### src/rtl/trellis_pkg.sv
// Shared helpers for the trellis carrier-loop blocks: width math, saturation
// and the unity-rotation exponent.
package trellis_pkg;

   // Unity rotation is 2^-(UNITY_SHIFT-1) in Q1.(OUT_W-1), leaving headroom above 1.0.
   localparam int UNITY_SHIFT = 4;

   function automatic int clog2(input int n);
      int r;
      int v;
      r = 0;
      v = n - 1;
      while (v > 0) begin
         r = r + 1;
         v = v >> 1;
      end
      return r;
   endfunction

   function automatic logic signed [63:0] sat(input logic signed [63:0] x, input int width);
      logic signed [63:0] hi;
      logic signed [63:0] lo;
      hi = (64'sd1 <<< (width - 1)) - 64'sd1;
      lo = -(64'sd1 <<< (width - 1));
      if (x > hi)
         return hi;
      else if (x < lo)
         return lo;
      else
         return x;
   endfunction

endpackage

### src/rtl/trellis_leak_update.sv
// One rail of the leaky integrator: acc - (acc >>> K) + (e >>> K), saturated to ACC_W.
module trellis_leak_update
   import trellis_pkg::*;
#(
   parameter int ACC_W = 35
) (
   input  logic signed [ACC_W-1:0] i_acc,
   input  logic signed [ACC_W-1:0] i_err,
   input  logic        [3:0]       i_shift,
   output logic signed [ACC_W-1:0] o_acc,
   output logic                    o_sat
);

   logic signed [ACC_W+1:0] w_acc_x;
   logic signed [ACC_W+1:0] w_err_x;
   logic signed [ACC_W+1:0] w_sum;
   logic signed [63:0]      w_sum_64;
   logic signed [63:0]      w_sat;

   // Two guard bits keep the intermediate sum exact before clamping.
   assign w_acc_x  = {{2{i_acc[ACC_W-1]}}, i_acc};
   assign w_err_x  = {{2{i_err[ACC_W-1]}}, i_err};
   assign w_sum    = w_acc_x - (w_acc_x >>> i_shift) + (w_err_x >>> i_shift);
   assign w_sum_64 = {{(64-ACC_W-2){w_sum[ACC_W+1]}}, w_sum};
   assign w_sat    = sat(w_sum_64, ACC_W);
   assign o_acc    = w_sat[ACC_W-1:0];
   assign o_sat    = (w_sat != w_sum_64);

endmodule

### src/rtl/trellis_leaky_rotator.sv
// Per-channel leaky integrator of complex phase error producing a conjugated
// rotation vector; two-stage pipeline with read-modify-write forwarding.
module trellis_leaky_rotator
   import trellis_pkg::*;
#(
   parameter  int NUM_CH = 4,
   parameter  int ERR_W  = 10,
   parameter  int OUT_W  = 18,
   parameter  int FRAC_W = 17,
   localparam int CH_W   = (clog2(NUM_CH) < 1) ? 1 : clog2(NUM_CH),
   localparam int ACC_W  = OUT_W + FRAC_W
) (
   input  logic                    clk,
   input  logic                    reset,
   input  logic                    errValid,
   input  logic        [CH_W-1:0]  errCh,
   input  logic signed [ERR_W-1:0] errReal,
   input  logic signed [ERR_W-1:0] errImag,
   input  logic        [3:0]       leakShift,
   input  logic                    enableLoop,
   input  logic                    freeze,
   input  logic                    clearValid,
   input  logic        [CH_W-1:0]  clearCh,
   output logic                    rotValid,
   output logic        [CH_W-1:0]  rotCh,
   output logic signed [OUT_W-1:0] rotReal,
   output logic signed [OUT_W-1:0] rotImag,
   output logic                    satFlag
);

   localparam logic [CH_W:0]      NUM_CH_L = (CH_W+1)'(NUM_CH);
   localparam logic [OUT_W-1:0]   UNITY    = {{(UNITY_SHIFT-1){1'b0}}, 1'b1, {(OUT_W-UNITY_SHIFT){1'b0}}};
   localparam logic [OUT_W-1:0]   OUT_MIN  = {1'b1, {(OUT_W-1){1'b0}}};
   localparam logic [OUT_W-1:0]   OUT_MAX  = {1'b0, {(OUT_W-1){1'b1}}};

   logic signed [ACC_W-1:0] r_acc_re [NUM_CH];
   logic signed [ACC_W-1:0] r_acc_im [NUM_CH];

   logic                    r_s1_valid;
   logic        [CH_W-1:0]  r_s1_ch;
   logic signed [ERR_W-1:0] r_s1_err_re;
   logic signed [ERR_W-1:0] r_s1_err_im;
   logic signed [ACC_W-1:0] r_s1_acc_re;
   logic signed [ACC_W-1:0] r_s1_acc_im;

   logic                    w_ch_ok;
   logic                    w_clr_en;
   logic signed [ACC_W-1:0] w_rd_re;
   logic signed [ACC_W-1:0] w_rd_im;
   logic signed [ACC_W-1:0] w_err_re;
   logic signed [ACC_W-1:0] w_err_im;
   logic signed [ACC_W-1:0] w_upd_re;
   logic signed [ACC_W-1:0] w_upd_im;
   logic                    w_sat_re;
   logic                    w_sat_im;
   logic signed [ACC_W-1:0] w_wr_re;
   logic signed [ACC_W-1:0] w_wr_im;
   logic signed [OUT_W-1:0] w_top_im;
   logic signed [OUT_W-1:0] w_neg_im;

   assign w_ch_ok  = ({1'b0, errCh} < NUM_CH_L);
   assign w_clr_en = clearValid && ({1'b0, clearCh} < NUM_CH_L);

   // Stage-1 read: a same-cycle clear beats the in-flight stage-2 write, which beats the array.
   always_comb begin
      w_rd_re = r_acc_re[errCh];
      w_rd_im = r_acc_im[errCh];
      if (w_clr_en && clearCh == errCh) begin
         w_rd_re = '0;
         w_rd_im = '0;
      end else if (r_s1_valid && r_s1_ch == errCh) begin
         w_rd_re = w_wr_re;
         w_rd_im = w_wr_im;
      end
   end

   always_ff @(posedge clk or posedge reset) begin
      if (reset) begin
         r_s1_valid  <= 1'b0;
         r_s1_ch     <= '0;
         r_s1_err_re <= '0;
         r_s1_err_im <= '0;
         r_s1_acc_re <= '0;
         r_s1_acc_im <= '0;
      end else begin
         r_s1_valid <= errValid && w_ch_ok;
         if (errValid && w_ch_ok) begin
            r_s1_ch     <= errCh;
            r_s1_err_re <= errReal;
            r_s1_err_im <= errImag;
            r_s1_acc_re <= w_rd_re;
            r_s1_acc_im <= w_rd_im;
         end
      end
   end

   assign w_err_re = {r_s1_err_re, {(ACC_W-ERR_W){1'b0}}};
   assign w_err_im = {r_s1_err_im, {(ACC_W-ERR_W){1'b0}}};

   trellis_leak_update #(.ACC_W(ACC_W)) u_leak_re (
      .i_acc   (r_s1_acc_re),
      .i_err   (w_err_re),
      .i_shift (leakShift),
      .o_acc   (w_upd_re),
      .o_sat   (w_sat_re)
   );

   trellis_leak_update #(.ACC_W(ACC_W)) u_leak_im (
      .i_acc   (r_s1_acc_im),
      .i_err   (w_err_im),
      .i_shift (leakShift),
      .o_acc   (w_upd_im),
      .o_sat   (w_sat_im)
   );

   assign w_wr_re  = freeze ? r_s1_acc_re : w_upd_re;
   assign w_wr_im  = freeze ? r_s1_acc_im : w_upd_im;
   assign w_top_im = w_wr_im[ACC_W-1 -: OUT_W];
   assign w_neg_im = (w_top_im == OUT_MIN) ? OUT_MAX : -w_top_im;

   // Clear is assigned last so it overrides a colliding stage-2 write.
   always_ff @(posedge clk or posedge reset) begin
      if (reset) begin
         for (int i = 0; i < NUM_CH; i++) begin
            r_acc_re[i] <= '0;
            r_acc_im[i] <= '0;
         end
      end else begin
         if (r_s1_valid) begin
            r_acc_re[r_s1_ch] <= w_wr_re;
            r_acc_im[r_s1_ch] <= w_wr_im;
         end
         if (w_clr_en) begin
            r_acc_re[clearCh] <= '0;
            r_acc_im[clearCh] <= '0;
         end
      end
   end

   always_ff @(posedge clk or posedge reset) begin
      if (reset) begin
         rotValid <= 1'b0;
         rotCh    <= '0;
         rotReal  <= UNITY;
         rotImag  <= '0;
         satFlag  <= 1'b0;
      end else begin
         rotValid <= r_s1_valid;
         if (r_s1_valid) begin
            rotCh <= r_s1_ch;
            if (enableLoop) begin
               rotReal <= w_wr_re[ACC_W-1 -: OUT_W];
               rotImag <= w_neg_im;
            end else begin
               rotReal <= UNITY;
               rotImag <= '0;
            end
            if (!freeze && (w_sat_re || w_sat_im))
               satFlag <= 1'b1;
         end
      end
   end

endmodule

### config.mk
export PLATFORM = sky130hd
export DESIGN_NAME = trellis_leaky_rotator
export DESIGN_NICKNAME = d
export VERILOG_FILES = /design/src/rtl/trellis_pkg.sv /design/src/rtl/trellis_leak_update.sv /design/src/rtl/trellis_leaky_rotator.sv
export SDC_FILE = /design/constraint.sdc
export NUM_CORES = 2
export LEC_CHECK = 0
export CORE_MARGIN = 5
export CORE_UTILIZATION = 55
export CTS_CLUSTER_SIZE = 12
export DETAILED_ROUTE_END_ITERATION = 10
export PLACE_DENSITY = 0.7
export SETUP_SLACK_MARGIN = 0.4
export SYNTH_ARGS = -nofsm -noshare
export SYNTH_HDL_FRONTEND = slang
export SYNTH_SLANG_ARGS = --single-unit
### constraint.sdc
create_clock -name clk -period 40.1 [get_ports clk]
set_clock_uncertainty 0.2 [all_clocks]
set_input_delay 4.01 -clock clk [delete_from_list [all_inputs] [get_ports clk]]
set_output_delay 4.01 -clock clk [all_outputs]
set_load 0.1 [all_outputs]
# Yosys cells after proc, flatten, opt, wreduce, memory -nomap -nowiden
# Index checks and enable logic that the tools add are counted.
# Widths: inputs -> output; s select.
# op_classes
add_sub_neg	5
order_cmp	9
eq_ne	5
shift	4
mux	29
n_bitwise	6
reduce_logical	8
# ops
op	n
$mux 140	4
$mux 35	12
$and 140x140->140	2
$bwmux 140	2
$mux 64	4
$sshr 35x4->37	4
$bmux 35 s2	2
$demux 35 s2	2
$not 140->140	1
$ne 64x37->1	2
$add 37x37->37	2
$gt 37x35->1 const B	2
$lt 37x35->1 const B	2
$sub 35x37->37	2
$mux 18	3
$eq 18x18->1 const B	1
$neg 18->18	1
$ge 3x3->1 const B	3
$not 2->3	3
$lt 3x1->1 const B	2
$logic_and 1x1->1	5
$eq 2x2->1	2
$reduce_and 2->1	1
$logic_not 1->1	1
$logic_or 1x1->1	1
# word_totals
regBits	413
input_bits	34

# Depth between registers and ports, before layout
# logic_depth
word_depth	11
depth_mapped	36
mapped_depth_nobuf	29

# Cells and area by module
# Synthesis repeated with hierarchy kept, for this count alone.
# hier_totals
hier_cells	3692
hier_area_um2	32535.0
# modules_own_cells
module	instances	cells_per_inst	area_each_um2
trellis_leaky_rotator	1	1761	19175.9
trellis_leak_update at u_leak_im	1	971	6809.0
trellis_leak_update at u_leak_re	1	960	6550.0

# Least setup slack after synthesis
# No wires, ideal clock.
# synth_timing
kind	in2reg
start	input port leakShift[0]
end	register rotImag[15]
setup_ns	0.096
arrival_ns	10.706
required_ns	39.804
path_slack_ns	29.098
stages	28
path_buffers	6
path_cell_list	clkbuf_1 buf_1 clkbuf_1 mux2i_1 a21oi_1 mux4_2 fa_1 inv_1 ha_1 a21oi_1 o21ai_0 a32oi_2 a31oi_4 a21oi_2 xnor2_1 or2_2 ha_1 clkbuf_1 inv_1 clkbuf_1 and4_1 mux2i_1 a21oi_1 a211o_1 buf_6 or4_1 o211a_1 o31ai_1
# synth_via
elab_chain_cells	10
elab_cells_between_ends	13
classes_between	add/sub: 3; order compare: 2; eq/ne: 1; shift: 2; mux: 5
# synth_lines
element	line	text
from (decl)	trellis_leaky_rotator.sv:19	input logic [3:0] leakShift,
$sshr 35x4->37	trellis_leak_update.sv:23	assign w_sum = w_acc_x - (w_acc_x >>> i_shift) + (w_err_x >>> i_shift);
$sub 35x37->37	trellis_leak_update.sv:23	
$add 37x37->37 (*)	trellis_leak_update.sv:23	
$lt 37x35->1	trellis_pkg.sv:27	else if (x < lo)
$mux 64	trellis_pkg.sv:27	
$mux 64 (*)	trellis_pkg.sv:25	if (x > hi)
$mux 35 (*)	trellis_leaky_rotator.sv:117	assign w_wr_im = freeze ? r_s1_acc_im : w_upd_im;
$neg 18->18 / $eq 18x18->1 (equally long branches)	trellis_leaky_rotator.sv:119	assign w_neg_im = (w_top_im == OUT_MIN) ? OUT_MAX : -w_top_im;
$mux 18 (*)	trellis_leaky_rotator.sv:119	
$mux 18 (*)	trellis_leaky_rotator.sv:151	if (enableLoop) begin
to (signal assigned)	trellis_leaky_rotator.sv:153	rotImag <= w_neg_im;
to (decl)	trellis_leaky_rotator.sv:27	output logic signed [OUT_W-1:0] rotImag,
# Mark *: on every way between the ends. The rest lies on a longest branch, timed or not.
# A chain may end at the register's enable or synchronous reset.

# Worst setup path after layout
# layout_timing
start	input port leakShift[1]
end	register rotImag[10]
# Same word-level chain as after synthesis.

==> summary.md <==
| Metric | Value |
|---|---|
| Outcome | finished clean |
| Site Rows | 86 |
| Most frequent cells after synthesis | 538 x nand2_1, 412 x dfrtp_1, 401 x a21oi_1 |
| Largest fanout on the critical path | 83 |
| Critical path type | input port to flip-flop |
| Ys async rst share | 1.00 |
| Slew headroom | 0.0209 |
| Count leader, synth | nand2_1 |
| Slew @ Worst Pin | about 1.5 ns |
| Die ar. | 59800 sq um |
| CTS sink cnt | 413 |
| Cells after synthesis | 3527 |
| Final setup fails | 0 |
| Cts-stage hold buffer count | 0 |
| IO Count | 74 |
| Synth cell types | between 90 and 100 |
| EDFF count, synth | 0 |
| Routability Congestion | approximately 1.0 |
| Most used DFF post-synth | dfrtp_1 |
| First-pass DRT Iterations | 9 |
| Post_cts resized | 0 |
| # diodes | 0 |
| Slew Viols, Final | 0 |
| DR vias | ~28000 |
| CP Data Required Time | ~40 ns |
| Post-synthesis sequential area ratio | 0.342 |
| Seq. cell area | 10300 sq um |
| Antenna viol nets, final | 0 |
| Synth warnings | 0 |
| Setup crit start kind | input port |
| Filler cells | 4847 |
| Starting Density | 0.552 |
| Layout area overhead | 7.86% |
| CTS H-tree lvls | 2 |
| Drt drc | 0 |
| Maximum number of pins on one net before global-route repair | 174 |
| Largest area contributor in the netlist | dfrtp_1 |
| Area of the mapped netlist | 30300 sq um |
| CP most frequent cell | buf_4 |
| Die H | 245 microns |
| Gr usage total | 0.354 |
| Root buffer cell | clkbuf_16 |
| Detailed router's first-iteration violation count | ~3800 |
| Post-layout min period | 12.32 ns |
| Reg clk slew, reported paths | 0.06 ns |
| Chip width | 245 microns |
| First-pass GRT wire length | 167 mm |
| Area of the multi-input gates | 18200 sq um |
| Final net count | 3592 |
| RSZ-0062 raised after global routing | no |
| Yosys top cell area share | 0.341 |
| Detail Placement HPWL | 75.6 mm |
| Final WL | 109 mm |
| Vias in the first global route | 27200 |
| Worst Path Arrival | 12.60 ns |
| Number of CTS-inserted buffers | between 40 and 50 |
| Max clock buf depth | 3 |
| Top post-synthesis cells by area | dfrtp_1 34%, mux4_2 8.6%, nand2_1 6.7% |
| CP endpoint kind | flip-flop |
| Final period utilization | 0.307 |
| Final Hold Viols | 0 |
| Syn nets | 3702 |
| WL/cell | between 20 and 30 microns |
| Initial antenna violation count | 4 |
| Delay of the slowest critical-path stage | 0.72 ns |
| Core area | 54800 sq um |
| Share of cells above drive strength 1 | 0.0922 |
| Buffers on Ports | 73 |
| Yosys reg bits | 413 |
| Max-Cap Viols | 0 |
| Grt total ovfl | 0 |
| Post-CTS setup buffer count | 0 |
| CTS tree | done |
| Final setup TNS | 0 ns |
| Syn Area/Cell | 8.58 sq um |
| CP max stage cell | and4b_1 |
| Max Clk Rate | between 80 and 90 MHz |
| HP Class | flip-flop to flip-flop |
| Vias per cell | 6.81 |
| Clock latency on the worst-skew pair | 0.61 ns |
| R2R Setup Slk | 32.10 ns |
==> logic make-up after synthesis <==
group           after synthesis  share of synthesized area
flops                       413                      0.342
simple gates               1229                      0.178
mux                         220                      0.122
compound gates             1001                      0.211
fa+ha+maj                   141                     0.0707
xor+xnor                     63                     0.0182
buf+inv                     460                     0.0587
==> stage by stage <==
step	setup WS [ns]	area [sq um]	hold slack [ns]	instances	util
after global routing	27.14	32600	0.305	4154	0.596
after floorplan	24.40	30300	0.152	3527	-
after CTS	27.96	32600	0.288	4154	0.596
after global placement	27.69	31200	0.255	4073	0.569
after detailed placement	27.31	31200	0.275	4073	0.569
final	27.78	32600	0.288	4154	0.596
==> placed cells by master (no fill, tap or decap), drive strengths merged, types with 25 or more instances in the layout <==
master | synthesis | final
mux2i | 73 | 73
nand2 | 539 | 539
and2 | 31 | 31
nor3 | 35 | 35
ha | 91 | 91
a21oi | 405 | 405
xnor2 | 38 | 38
xor2 | 25 | 25
nand3 | 98 | 98
nor2 | 379 | 379
o21ai | 150 | 150
and3 | 30 | 30
dfrtp | 412 | 412
mux4 | 115 | 115
a31oi | 50 | 50
inv | 185 | 184
o22ai | 40 | 40
buf | 67 | 50
o31ai | 25 | 25
o211ai | 25 | 25
mux2 | 32 | 32
fa | 50 | 50
a21o | 55 | 55
clkdlybuf4s50 | 0 | 65
clkbuf | 206 | 69
a211oi | 49 | 49
==> path summary, 6_finish.rpt <==
path                                        startpoint                           to  cells after the start
max                                       leakShift[1]      rotImag[10]$_DFFE_PP0P_                     28
min                            rotReal[14]$_DFFE_PP1P_      rotReal[14]$_DFFE_PP1P_                      2
max reg2reg                r_s1_acc_im[33]$_DFFE_PP0P_      rotImag[10]$_DFFE_PP0P_                     27
min reg2reg                    rotReal[14]$_DFFE_PP1P_      rotReal[14]$_DFFE_PP1P_                      2
max in group asynchronous                        reset  r_s1_acc_im[26]$_DFFE_PP0P_                      3
min in group asynchronous                        reset        r_acc_im[2]$_DFF_PP0_                      2
==> cell type report <==
class,instances,share of cell area
Clock inverter,12,0.00518
Multi-Input combinational cell,2654,0.558
Tap cell,704,0.0270
Timing Repair Buffer,115,0.0317
Clock buffer,69,0.0395
Sequential cell,413,0.317
Inverter,187,0.0217
==> per-layer routing <==
layer  track usage  part of all wire  wire length (microns)  vias to the layer above
li1              -                 -                      -                    12300
met4        0.0903             0.029                   3200                        6
met5             0           0.00035                     38                        -
met3        0.0933              0.12                  13100                      233
met1         0.527              0.42                  45900                    14100
met2         0.519              0.43                  46700                     1663
==> registers in the layout (all words and copies together), names as in the netlist <==
signal / cells
rotReal: 18
r_s1_valid: 1
rotValid: 1
r_acc_re: 140
r_acc_im: 140
rotCh: 2
r_s1_err_re: 10
r_s1_err_im: 10
rotImag: 18
satFlag: 1
r_s1_acc_im: 35
r_s1_acc_re: 35
r_s1_ch: 2
==> critical path: cells and delay by family <==
family          cells  cell delay, ns
buf+inv             7            2.45
xor+xnor            1            0.15
simple gates        8            1.97
compound gates      8            2.45
mux                 1            0.50
fa+ha+maj           3            1.01
Power is left out: the tool's default activity adds up to more than one toggle a clock period on the data nets, which glitch-free logic cannot reach.
